**src/rtl/cpu_ctrl_pkg.sv**
```systemverilog
// -----------------------------------------------------------------------------
// cpu_ctrl_pkg
// Shared definitions for the hardwired control sequencer:
//   - opcode values (IR[31:27])
//   - sequencer state encoding (T0..T7 share their step index in bits [2:0])
//   - instruction classes produced by op_decode
//   - ALU function codes and the control-strobe bundle
//   - ctl_decode(): Moore strobe pattern for a given state/class/opcode
// -----------------------------------------------------------------------------
package cpu_ctrl_pkg;

   localparam int OP_W_DEF = 5;

   // Opcodes
   localparam logic [4:0] OP_LD   = 5'b00000;
   localparam logic [4:0] OP_LDI  = 5'b00001;
   localparam logic [4:0] OP_ST   = 5'b00010;
   localparam logic [4:0] OP_ADD  = 5'b00011;
   localparam logic [4:0] OP_SUB  = 5'b00100;
   localparam logic [4:0] OP_AND  = 5'b00101;
   localparam logic [4:0] OP_OR   = 5'b00110;
   localparam logic [4:0] OP_ADDI = 5'b01100;
   localparam logic [4:0] OP_BR   = 5'b10010;
   localparam logic [4:0] OP_NOP  = 5'b11010;
   localparam logic [4:0] OP_HALT = 5'b11011;

   // ALU function codes; R-type steps pass the opcode straight through
   localparam logic [4:0] ALU_NONE = 5'b00000;
   localparam logic [4:0] ALU_ADD  = OP_ADD;
   localparam logic [4:0] ALU_SUB  = OP_SUB;
   localparam logic [4:0] ALU_AND  = OP_AND;
   localparam logic [4:0] ALU_OR   = OP_OR;

   // T-states are numbered so that state[2:0] is the step index
   typedef enum logic [3:0] {
      S_T0    = 4'd0,
      S_T1    = 4'd1,
      S_T2    = 4'd2,
      S_T3    = 4'd3,
      S_T4    = 4'd4,
      S_T5    = 4'd5,
      S_T6    = 4'd6,
      S_T7    = 4'd7,
      S_RESET = 4'd8,
      S_HALT  = 4'd9
   } state_e;

   typedef enum logic [3:0] {
      CLS_LD   = 4'd0,
      CLS_LDI  = 4'd1,
      CLS_ST   = 4'd2,
      CLS_ALU  = 4'd3,
      CLS_ADDI = 4'd4,
      CLS_BR   = 4'd5,
      CLS_NOP  = 4'd6,
      CLS_HALT = 4'd7,
      CLS_ILL  = 4'd8
   } iclass_e;

   typedef struct packed {
      logic       pcout;
      logic       zhiout;
      logic       zlowout;
      logic       mdrout;
      logic       inportout;
      logic       marin;
      logic       zin;
      logic       pcin;
      logic       mdrin;
      logic       irin;
      logic       yin;
      logic       outportin;
      logic       incpc;
      logic       read;
      logic       write;
      logic       gra;
      logic       grb;
      logic       grc;
      logic       rin;
      logic       rout;
      logic       baout;
      logic       cout;
      logic       conin;
      logic       add;
      logic [4:0] aluop;
   } ctl_t;

   localparam ctl_t CTL_IDLE = ctl_t'(29'd0);

   // Strobe pattern for a state. The br T6 PCin is not produced here: it is
   // gated by BranchMet outside the register stage.
   function automatic ctl_t ctl_decode(input state_e st, input iclass_e cls,
                                       input logic [4:0] op);
      ctl_t c;
      c = CTL_IDLE;
      c.aluop = ALU_NONE;
      case (st)
         S_T0: begin
            c.pcout = 1'b1; c.marin = 1'b1; c.incpc = 1'b1; c.zin = 1'b1;
         end
         S_T1: begin
            c.zlowout = 1'b1; c.pcin = 1'b1; c.read = 1'b1; c.mdrin = 1'b1;
         end
         S_T2: begin
            c.mdrout = 1'b1; c.irin = 1'b1;
         end
         S_T3: begin
            case (cls)
               CLS_LD, CLS_LDI, CLS_ST: begin
                  c.grb = 1'b1; c.baout = 1'b1; c.yin = 1'b1;
               end
               CLS_ALU, CLS_ADDI: begin
                  c.grb = 1'b1; c.rout = 1'b1; c.yin = 1'b1;
               end
               CLS_BR: begin
                  c.gra = 1'b1; c.rout = 1'b1; c.conin = 1'b1;
               end
               default: c = CTL_IDLE;
            endcase
         end
         S_T4: begin
            case (cls)
               CLS_LD, CLS_LDI, CLS_ST, CLS_ADDI: begin
                  c.cout = 1'b1; c.add = 1'b1; c.zin = 1'b1;
               end
               CLS_ALU: begin
                  c.grc = 1'b1; c.rout = 1'b1; c.zin = 1'b1; c.aluop = op;
               end
               CLS_BR: begin
                  c.pcout = 1'b1; c.yin = 1'b1;
               end
               default: c = CTL_IDLE;
            endcase
         end
         S_T5: begin
            case (cls)
               CLS_LD, CLS_ST: begin
                  c.zlowout = 1'b1; c.marin = 1'b1;
               end
               CLS_LDI, CLS_ALU, CLS_ADDI: begin
                  c.zlowout = 1'b1; c.gra = 1'b1; c.rin = 1'b1;
               end
               CLS_BR: begin
                  c.cout = 1'b1; c.add = 1'b1; c.zin = 1'b1;
               end
               default: c = CTL_IDLE;
            endcase
         end
         S_T6: begin
            case (cls)
               CLS_LD: begin
                  c.read = 1'b1; c.mdrin = 1'b1;
               end
               CLS_ST: begin
                  c.gra = 1'b1; c.rout = 1'b1; c.mdrin = 1'b1;
               end
               CLS_BR: begin
                  c.zlowout = 1'b1;
               end
               default: c = CTL_IDLE;
            endcase
         end
         S_T7: begin
            case (cls)
               CLS_LD: begin
                  c.mdrout = 1'b1; c.gra = 1'b1; c.rin = 1'b1;
               end
               CLS_ST: begin
                  c.write = 1'b1;
               end
               default: c = CTL_IDLE;
            endcase
         end
         default: c = CTL_IDLE;
      endcase
      return c;
   endfunction

endpackage

```
**src/rtl/op_decode.sv**
```systemverilog
// -----------------------------------------------------------------------------
// op_decode
// Combinational opcode classifier.
//   i_opcode    : instruction opcode (IR[31:31-OP_W+1])
//   o_class     : instruction class
//   o_last_step : index of the final T-step of the instruction (fetch ends at 2)
// -----------------------------------------------------------------------------
module op_decode
   import cpu_ctrl_pkg::*;
#(
   parameter int OP_W = OP_W_DEF
) (
   input  logic [OP_W-1:0] i_opcode,
   output iclass_e         o_class,
   output logic [2:0]      o_last_step
);

   // Opcode to class and final step lookup
   always_comb begin
      o_class     = CLS_ILL;
      o_last_step = 3'd2;
      case (i_opcode)
         OP_W'(OP_LD):   begin o_class = CLS_LD;   o_last_step = 3'd7; end
         OP_W'(OP_LDI):  begin o_class = CLS_LDI;  o_last_step = 3'd5; end
         OP_W'(OP_ST):   begin o_class = CLS_ST;   o_last_step = 3'd7; end
         OP_W'(ALU_ADD),
         OP_W'(ALU_SUB),
         OP_W'(ALU_AND),
         OP_W'(ALU_OR):  begin o_class = CLS_ALU;  o_last_step = 3'd5; end
         OP_W'(OP_ADDI): begin o_class = CLS_ADDI; o_last_step = 3'd5; end
         OP_W'(OP_BR):   begin o_class = CLS_BR;   o_last_step = 3'd6; end
         OP_W'(OP_NOP):  begin o_class = CLS_NOP;  o_last_step = 3'd2; end
         OP_W'(OP_HALT): begin o_class = CLS_HALT; o_last_step = 3'd2; end
         default:        begin o_class = CLS_ILL;  o_last_step = 3'd2; end
      endcase
   end

endmodule

```
**src/rtl/control_unit.sv**
```systemverilog
// -----------------------------------------------------------------------------
// control_unit
// Hardwired Moore sequencer for the bus-based datapath: fetch (T0..T2), then
// the execute steps of the latched opcode, then T0 again or HALT.
//   Clock, Clear(async, active low)   : clock and reset
//   IR, BranchMet, Stop               : instruction, CON flag, halt request
//   bus drives  : PCout Zhiout Zlowout MDRout InPortout
//   reg loads   : MARin Zin PCin MDRin IRin Yin OutPortin
//   memory/PC   : IncPC Read Write
//   reg file    : Gra Grb Grc Rin Rout BAout Cout CONIn
//   ALU         : ADD AluOp
//   status      : Run (sequencing), Illegal (undefined opcode pulse)
// All strobes are registered for the state being entered, so they change only
// at the clock edge. The one exception is PCin in br T6, which is qualified
// by BranchMet combinationally.
// -----------------------------------------------------------------------------
module control_unit
   import cpu_ctrl_pkg::*;
#(
   parameter int OP_W = OP_W_DEF
) (
   input  logic        Clock,
   input  logic        Clear,
   input  logic [31:0] IR,
   input  logic        BranchMet,
   input  logic        Stop,
   output logic        PCout,
   output logic        Zhiout,
   output logic        Zlowout,
   output logic        MDRout,
   output logic        InPortout,
   output logic        MARin,
   output logic        Zin,
   output logic        PCin,
   output logic        MDRin,
   output logic        IRin,
   output logic        Yin,
   output logic        OutPortin,
   output logic        IncPC,
   output logic        Read,
   output logic        Write,
   output logic        Gra,
   output logic        Grb,
   output logic        Grc,
   output logic        Rin,
   output logic        Rout,
   output logic        BAout,
   output logic        Cout,
   output logic        CONIn,
   output logic        ADD,
   output logic [4:0]  AluOp,
   output logic        Run,
   output logic        Illegal
);

   state_e          r_state;
   state_e          w_next_state;
   logic [OP_W-1:0] r_opcode;
   logic [OP_W-1:0] w_ir_op;
   logic [OP_W-1:0] w_cur_op;
   iclass_e         w_class;
   logic [2:0]      w_last_step;
   logic            r_stop;
   logic            w_stop;
   ctl_t            r_ctl;
   ctl_t            w_next_ctl;
   logic            r_run;
   logic            r_illegal;
   logic            r_br_t6;
   logic            w_unused_ir;

   assign w_ir_op     = IR[31 -: OP_W];
   assign w_unused_ir = ^IR[31-OP_W:0];

   // In T2 the new IR is already valid, so decode it directly; afterwards
   // the latched copy is used.
   assign w_cur_op = (r_state == S_T2) ? w_ir_op : r_opcode;

   op_decode #(.OP_W(OP_W)) u_op_decode (
      .i_opcode    (w_cur_op),
      .o_class     (w_class),
      .o_last_step (w_last_step)
   );

   // Next-state selection and sticky stop request
   always_comb begin
      w_next_state = r_state;
      w_stop       = r_stop | Stop;
      case (r_state)
         S_RESET: w_next_state = S_T0;
         S_HALT:  w_next_state = S_HALT;
         S_T0, S_T1, S_T2, S_T3, S_T4, S_T5, S_T6, S_T7: begin
            if (r_state[2:0] >= w_last_step) begin
               if ((w_class == CLS_HALT) || w_stop) begin
                  w_next_state = S_HALT;
               end else begin
                  w_next_state = S_T0;
               end
            end else begin
               w_next_state = state_e'(r_state + 4'd1);
            end
         end
         default: w_next_state = S_RESET;
      endcase
   end

   // Strobes for the state about to be entered
   always_comb begin
      w_next_ctl = ctl_decode(w_next_state, w_class, 5'(w_cur_op));
   end

   // Sequencer state, opcode latch and registered outputs
   always_ff @(posedge Clock or negedge Clear) begin
      if (!Clear) begin
         r_state   <= S_RESET;
         r_opcode  <= {OP_W{1'b0}};
         r_stop    <= 1'b0;
         r_ctl     <= CTL_IDLE;
         r_run     <= 1'b0;
         r_illegal <= 1'b0;
         r_br_t6   <= 1'b0;
      end else begin
         r_state <= w_next_state;
         r_stop  <= w_stop;
         if (r_state == S_T2) begin
            r_opcode <= w_ir_op;
         end else begin
            r_opcode <= r_opcode;
         end
         r_ctl     <= w_next_ctl;
         r_run     <= (w_next_state != S_RESET) && (w_next_state != S_HALT);
         r_illegal <= (r_state == S_T2) && (w_class == CLS_ILL);
         r_br_t6   <= (w_next_state == S_T6) && (w_class == CLS_BR);
      end
   end

   assign PCout     = r_ctl.pcout;
   assign Zhiout    = r_ctl.zhiout;
   assign Zlowout   = r_ctl.zlowout;
   assign MDRout    = r_ctl.mdrout;
   assign InPortout = r_ctl.inportout;
   assign MARin     = r_ctl.marin;
   assign Zin       = r_ctl.zin;
   assign PCin      = r_ctl.pcin | (r_br_t6 & BranchMet);
   assign MDRin     = r_ctl.mdrin;
   assign IRin      = r_ctl.irin;
   assign Yin       = r_ctl.yin;
   assign OutPortin = r_ctl.outportin;
   assign IncPC     = r_ctl.incpc;
   assign Read      = r_ctl.read;
   assign Write     = r_ctl.write;
   assign Gra       = r_ctl.gra;
   assign Grb       = r_ctl.grb;
   assign Grc       = r_ctl.grc;
   assign Rin       = r_ctl.rin;
   assign Rout      = r_ctl.rout;
   assign BAout     = r_ctl.baout;
   assign Cout      = r_ctl.cout;
   assign CONIn     = r_ctl.conin;
   assign ADD       = r_ctl.add;
   assign AluOp     = r_ctl.aluop;
   assign Run       = r_run;
   assign Illegal   = r_illegal;

endmodule

```
**config.mk**
```make
export PLATFORM = sky130hd
export DESIGN_NAME = control_unit
export DESIGN_NICKNAME = d
export VERILOG_FILES = /design/src/rtl/cpu_ctrl_pkg.sv /design/src/rtl/op_decode.sv /design/src/rtl/control_unit.sv
export SDC_FILE = /design/constraint.sdc
export NUM_CORES = 1
export LEC_CHECK = 0
export BUFFER_PORTS_ARGS = -buffer_cell sky130_fd_sc_hd__buf_4
export CORE_UTILIZATION = 39
export DETAILED_ROUTE_END_ITERATION = 10
export HOLD_SLACK_MARGIN = 0.02
export PLACE_DENSITY = 0.71
export SLEW_MARGIN = 10
export SYNTH_ARGS = -nofsm -noshare
export SYNTH_HDL_FRONTEND = slang
export SYNTH_HIERARCHICAL = 1
export SYNTH_SLANG_ARGS = --single-unit
```
**constraint.sdc**
```tcl
create_clock -name Clock -period 5 [get_ports Clock]
set_input_delay 0.25 -clock Clock [delete_from_list [all_inputs] [get_ports Clock]]
set_output_delay 0.25 -clock Clock [all_outputs]
set_load 0.01 [all_outputs]
```
==> impl_metrics.py <==
metrics = {
    "run_status": {
        "status": "completed",
    },
    "power_and_ir_drop": {
        "power_frac_seq_pct": 27.1,
        "p_leak_uw": 0.00124,
        "p_clk_share_pct": 13.7,
        "power.internal_uw": 864,
        "combPwrFrac_pct": 59.1,
        "ir_worst_vdd_mv": 0.183,
        "p_sw_share_pct": 44.2,
        "switchingPower_uw": 683,
        "p_per_area_nw_per_um2": 633,
    },
    "cells_and_area": {
        "final_area_um2": 2440,
        "area_growth_syn_to_layout_pct": 18.4,
        "fin_util_pct": 47.8,
        "fillCellCount": 490,
        "drive_gt1_share_pct": 30.1,
        "nets": 278,
        "diodes": 0,
    },
    "route": {
        "drt_iter0_markers": 89,
        "via_count": 1523,
        "first_pass_iters": 4,
        "routed_wl_mm": 3.82,
        "drc": 0,
        "detail_route.vias_per_cell": 4.98,
        "ant_nets": 0,
        "wl_per_cell_um": 12.5,
    },
    "grt": {
        "grtUsageTotal_pct": 15.7,
        "grt_max_degree": 39,
        "grt_pass1_vias": 1419,
        "grt_pass1_wl_mm": 6.50,
        "antenna_found_initial": 0,
        "grt.overflow.total": 0,
    },
    "yosys": {
        "async_reset_ff_share_pct": 100,
        "synth_compound_area_share_pct": 15.6,
        "synth_top_family_by_area": "simple AND/OR/NAND/NOR gates",
        "syn_avg_cell_area_um2": 10.2,
        "yosysWarningCount": 6,
        "muxShareOfSynthArea_pct": 2.73,
        "synth_cell_types": 53,
        "yosys.area_share.xor_xnor_pct": 0.425,
        "synthesis.area_um2": 2060,
        "synth_simple_gate_area_share_pct": 22.3,
        "ys.flop_type": "dfrtp_1",
        "ys_ff_latch": 38,
        "synthAdderAreaFrac_pct": 4.73,
        "netlist_instances": 203,
        "ys_seq_area_share_pct": 46.2,
        "synth_enable_flop_cells": 0,
    },
    "floorplan": {
        "chipHeight_um": 74.7,
        "num_rows": 26,
        "core_area_um2": 5110,
        "initial_core_util_pct": 40.4,
        "die_area_um2": 5580,
        "io_pins": 67,
        "die_w_um": 74.7,
    },
    "placed_design": {
        "dpl_cell_area_um2": 2340,
        "gp_congestion": 0.875,
        "port_buffers": 36,
        "dp.final_hpwl_mm": 2.74,
        "pre_cts_slack_ps": 533,
    },
    "timing": {
        "period_share_pct": 90.4,
        "hold_violations": 0,
        "setup_ws_ps": 479,
        "fin_crit_ps": 4520,
        "rsz0062_at_grt": "no",
        "fin_worst_hold_slack_ps": 181,
        "finClkSkew_ps": 9.49,
        "fin_setup_tns_ps": 0,
        "slew_violations": 0,
        "slew_headroom_pct": 36.4,
        "finalSetupViolations": 0,
        "fmax_mhz": 221,
        "worst_slew_pin_slew_ps": 944,
    },
    "clock_network": {
        "cts_htree_levels": 2,
        "cts-root-buf": "clkbuf_8",
        "numClockSinks": 38,
        "clkTransAtPathRegs_ps": 70,
        "cts_tree": "done",
        "clock_latency_ps": 290,
        "cts_buffers": 5,
        "clockBufferDepth": 2,
    },
    "worst_setup_path": {
        "start_kind": "flip-flop",
        "startpoint": "r_state[0]",
        "critPathKind": "flip-flop to flip-flop",
        "cp_max_fo": 10,
        "cp.arrival_ps": 4690,
        "cp-end-kind": "flip-flop",
        "reg2reg_from": "r_state[0]",
        "reg2reg_slack_ps": 480,
        "r2r_cells": 18,
        "cp-endpoint": "Zlowout",
        "cp.required_ps": 5170,
        "rr_endpoint": "Zlowout",
    },
    "worst_hold_path": {
        "hold_class": "primary input to flip-flop",
    },
    "job": {
        "drv_cap": 0,
    },
}
[how the worst min path moves through the flow]
stage	start	endpoint	slack [ps]	cells past startpoint
CTS	Stop	r_stop	180	2
detailed placement	Clear	r_opcode[1]	240	1
global placement	Clear	r_opcode[1]	230	1
floorplan	Clear	ADD	-50	0
global route	Stop	r_stop	190	2
finish	Stop	r_stop	180	2
[per-stage QoR]
stage | total power (uW) | std cells
finish | 1550 | 306
CTS | 1550 | 306
global route | 1690 | 306
global placement | 1320 | 297
detailed placement | 1330 | 297
floorplan | 1140 | 205
[cell usage in the layout (no fill, tap or decap), types with 6 or more instances in the layout]
| cell | count |
|---|---|
| buf_4 | 40 |
| dfrtp_1 | 37 |
| nor2_1 | 17 |
| nand2_1 | 12 |
| inv_1 | 11 |
| nor2b_1 | 9 |
| a21o_1 | 8 |
| o21ai_0 | 8 |
| ha_1 | 7 |
| or2_2 | 6 |
| nand3_1 | 6 |
| clkbuf_8 | 6 |
[logic make-up (layout without fill, tap and decap cells)]
family,count (synthesis),after routing
and+or+nand+nor,80,80
AOI/OAI and AO/OA,40,40
DFF,38,38
buffers and inverters,30,61
adders and majority gates,8,8
muxes,5,5
other,1,3
xor gates and xnor gates,1,1
[area by class of cell]
cell class              count  area, um2  area share (%)
well taps                  70       87.6            3.59
clock inverters             1       5.00           0.205
flip-flops and latches     38        952            39.0
repair buffers             41        310            12.7
inverters                  12       45.0            1.84
clock buffers               7       86.3            3.53
multi-input cells         137        956            39.1
[cell usage after synthesis (2+ instances only)]
| cell | n | area, um2 |
|---|---|---|
| dfrtp_1 | 37 | 926 |
| nor2_1 | 17 | 63.8 |
| nand2_1 | 12 | 45.0 |
| buf_4 | 11 | 82.6 |
| inv_1 | 11 | 41.3 |
| nor2b_1 | 9 | 56.3 |
| a21o_1 | 8 | 60.1 |
| o21ai_0 | 8 | 40.0 |
| ha_1 | 7 | 87.6 |
| buf_2 | 6 | 30.0 |
| nand3_1 | 6 | 30.0 |
| or2_2 | 6 | 37.5 |
| mux2_2 | 5 | 56.3 |
| or3_1 | 5 | 31.3 |
| a211oi_1 | 4 | 30.0 |
| a21oi_1 | 4 | 20.0 |
| nor3_1 | 4 | 20.0 |
| nor4_1 | 3 | 18.8 |
| a211o_1 | 2 | 17.5 |
| a31oi_1 | 2 | 12.5 |
| and2_1 | 2 | 12.5 |
| nor3b_1 | 2 | 15.0 |
| o22ai_1 | 2 | 12.5 |
[worst max-delay path, stage by stage (launching register included)]
cell and delay (ps):
dfrtp_1 460, inv_1 170, ha_1 220, nor3b_1 210, buf_4 190, mux2_2 430
nand2b_2 230, a211oi_1 290, or3_1 160, inv_1 40, ha_1 310, a21o_1 190
a31oi_4 260, nand3_1 320, clkinv_1 280, a211oi_1 90, nand2_1 120, inv_1 50
or3_1 360
[per-layer routing]
metal	wire, um	track usage, %	vias to the layer above
met2	1860	25.4	39
met4	93	9.01	0
met3	168	4.15	11
met1	1700	19.0	715
li1	-	-	758
met5	0	0	-
[power by group through the flow]
stage	logic (uW)	clock network [uW]	registers, uW
floorplan	714	0	425
CTS	913	221	420
global route	1040	227	427
finish	914	213	420
global placement	899	0	424
detailed placement	908	0	426
[timing repair]
item / CTS / global route
buffers inserted: 0 / 0
hold buffers: 1 / 0
endpoints found under the hold margin: 37 / 0
resized for setup: 0 / 0
Power figures use the tool's default switching activity.
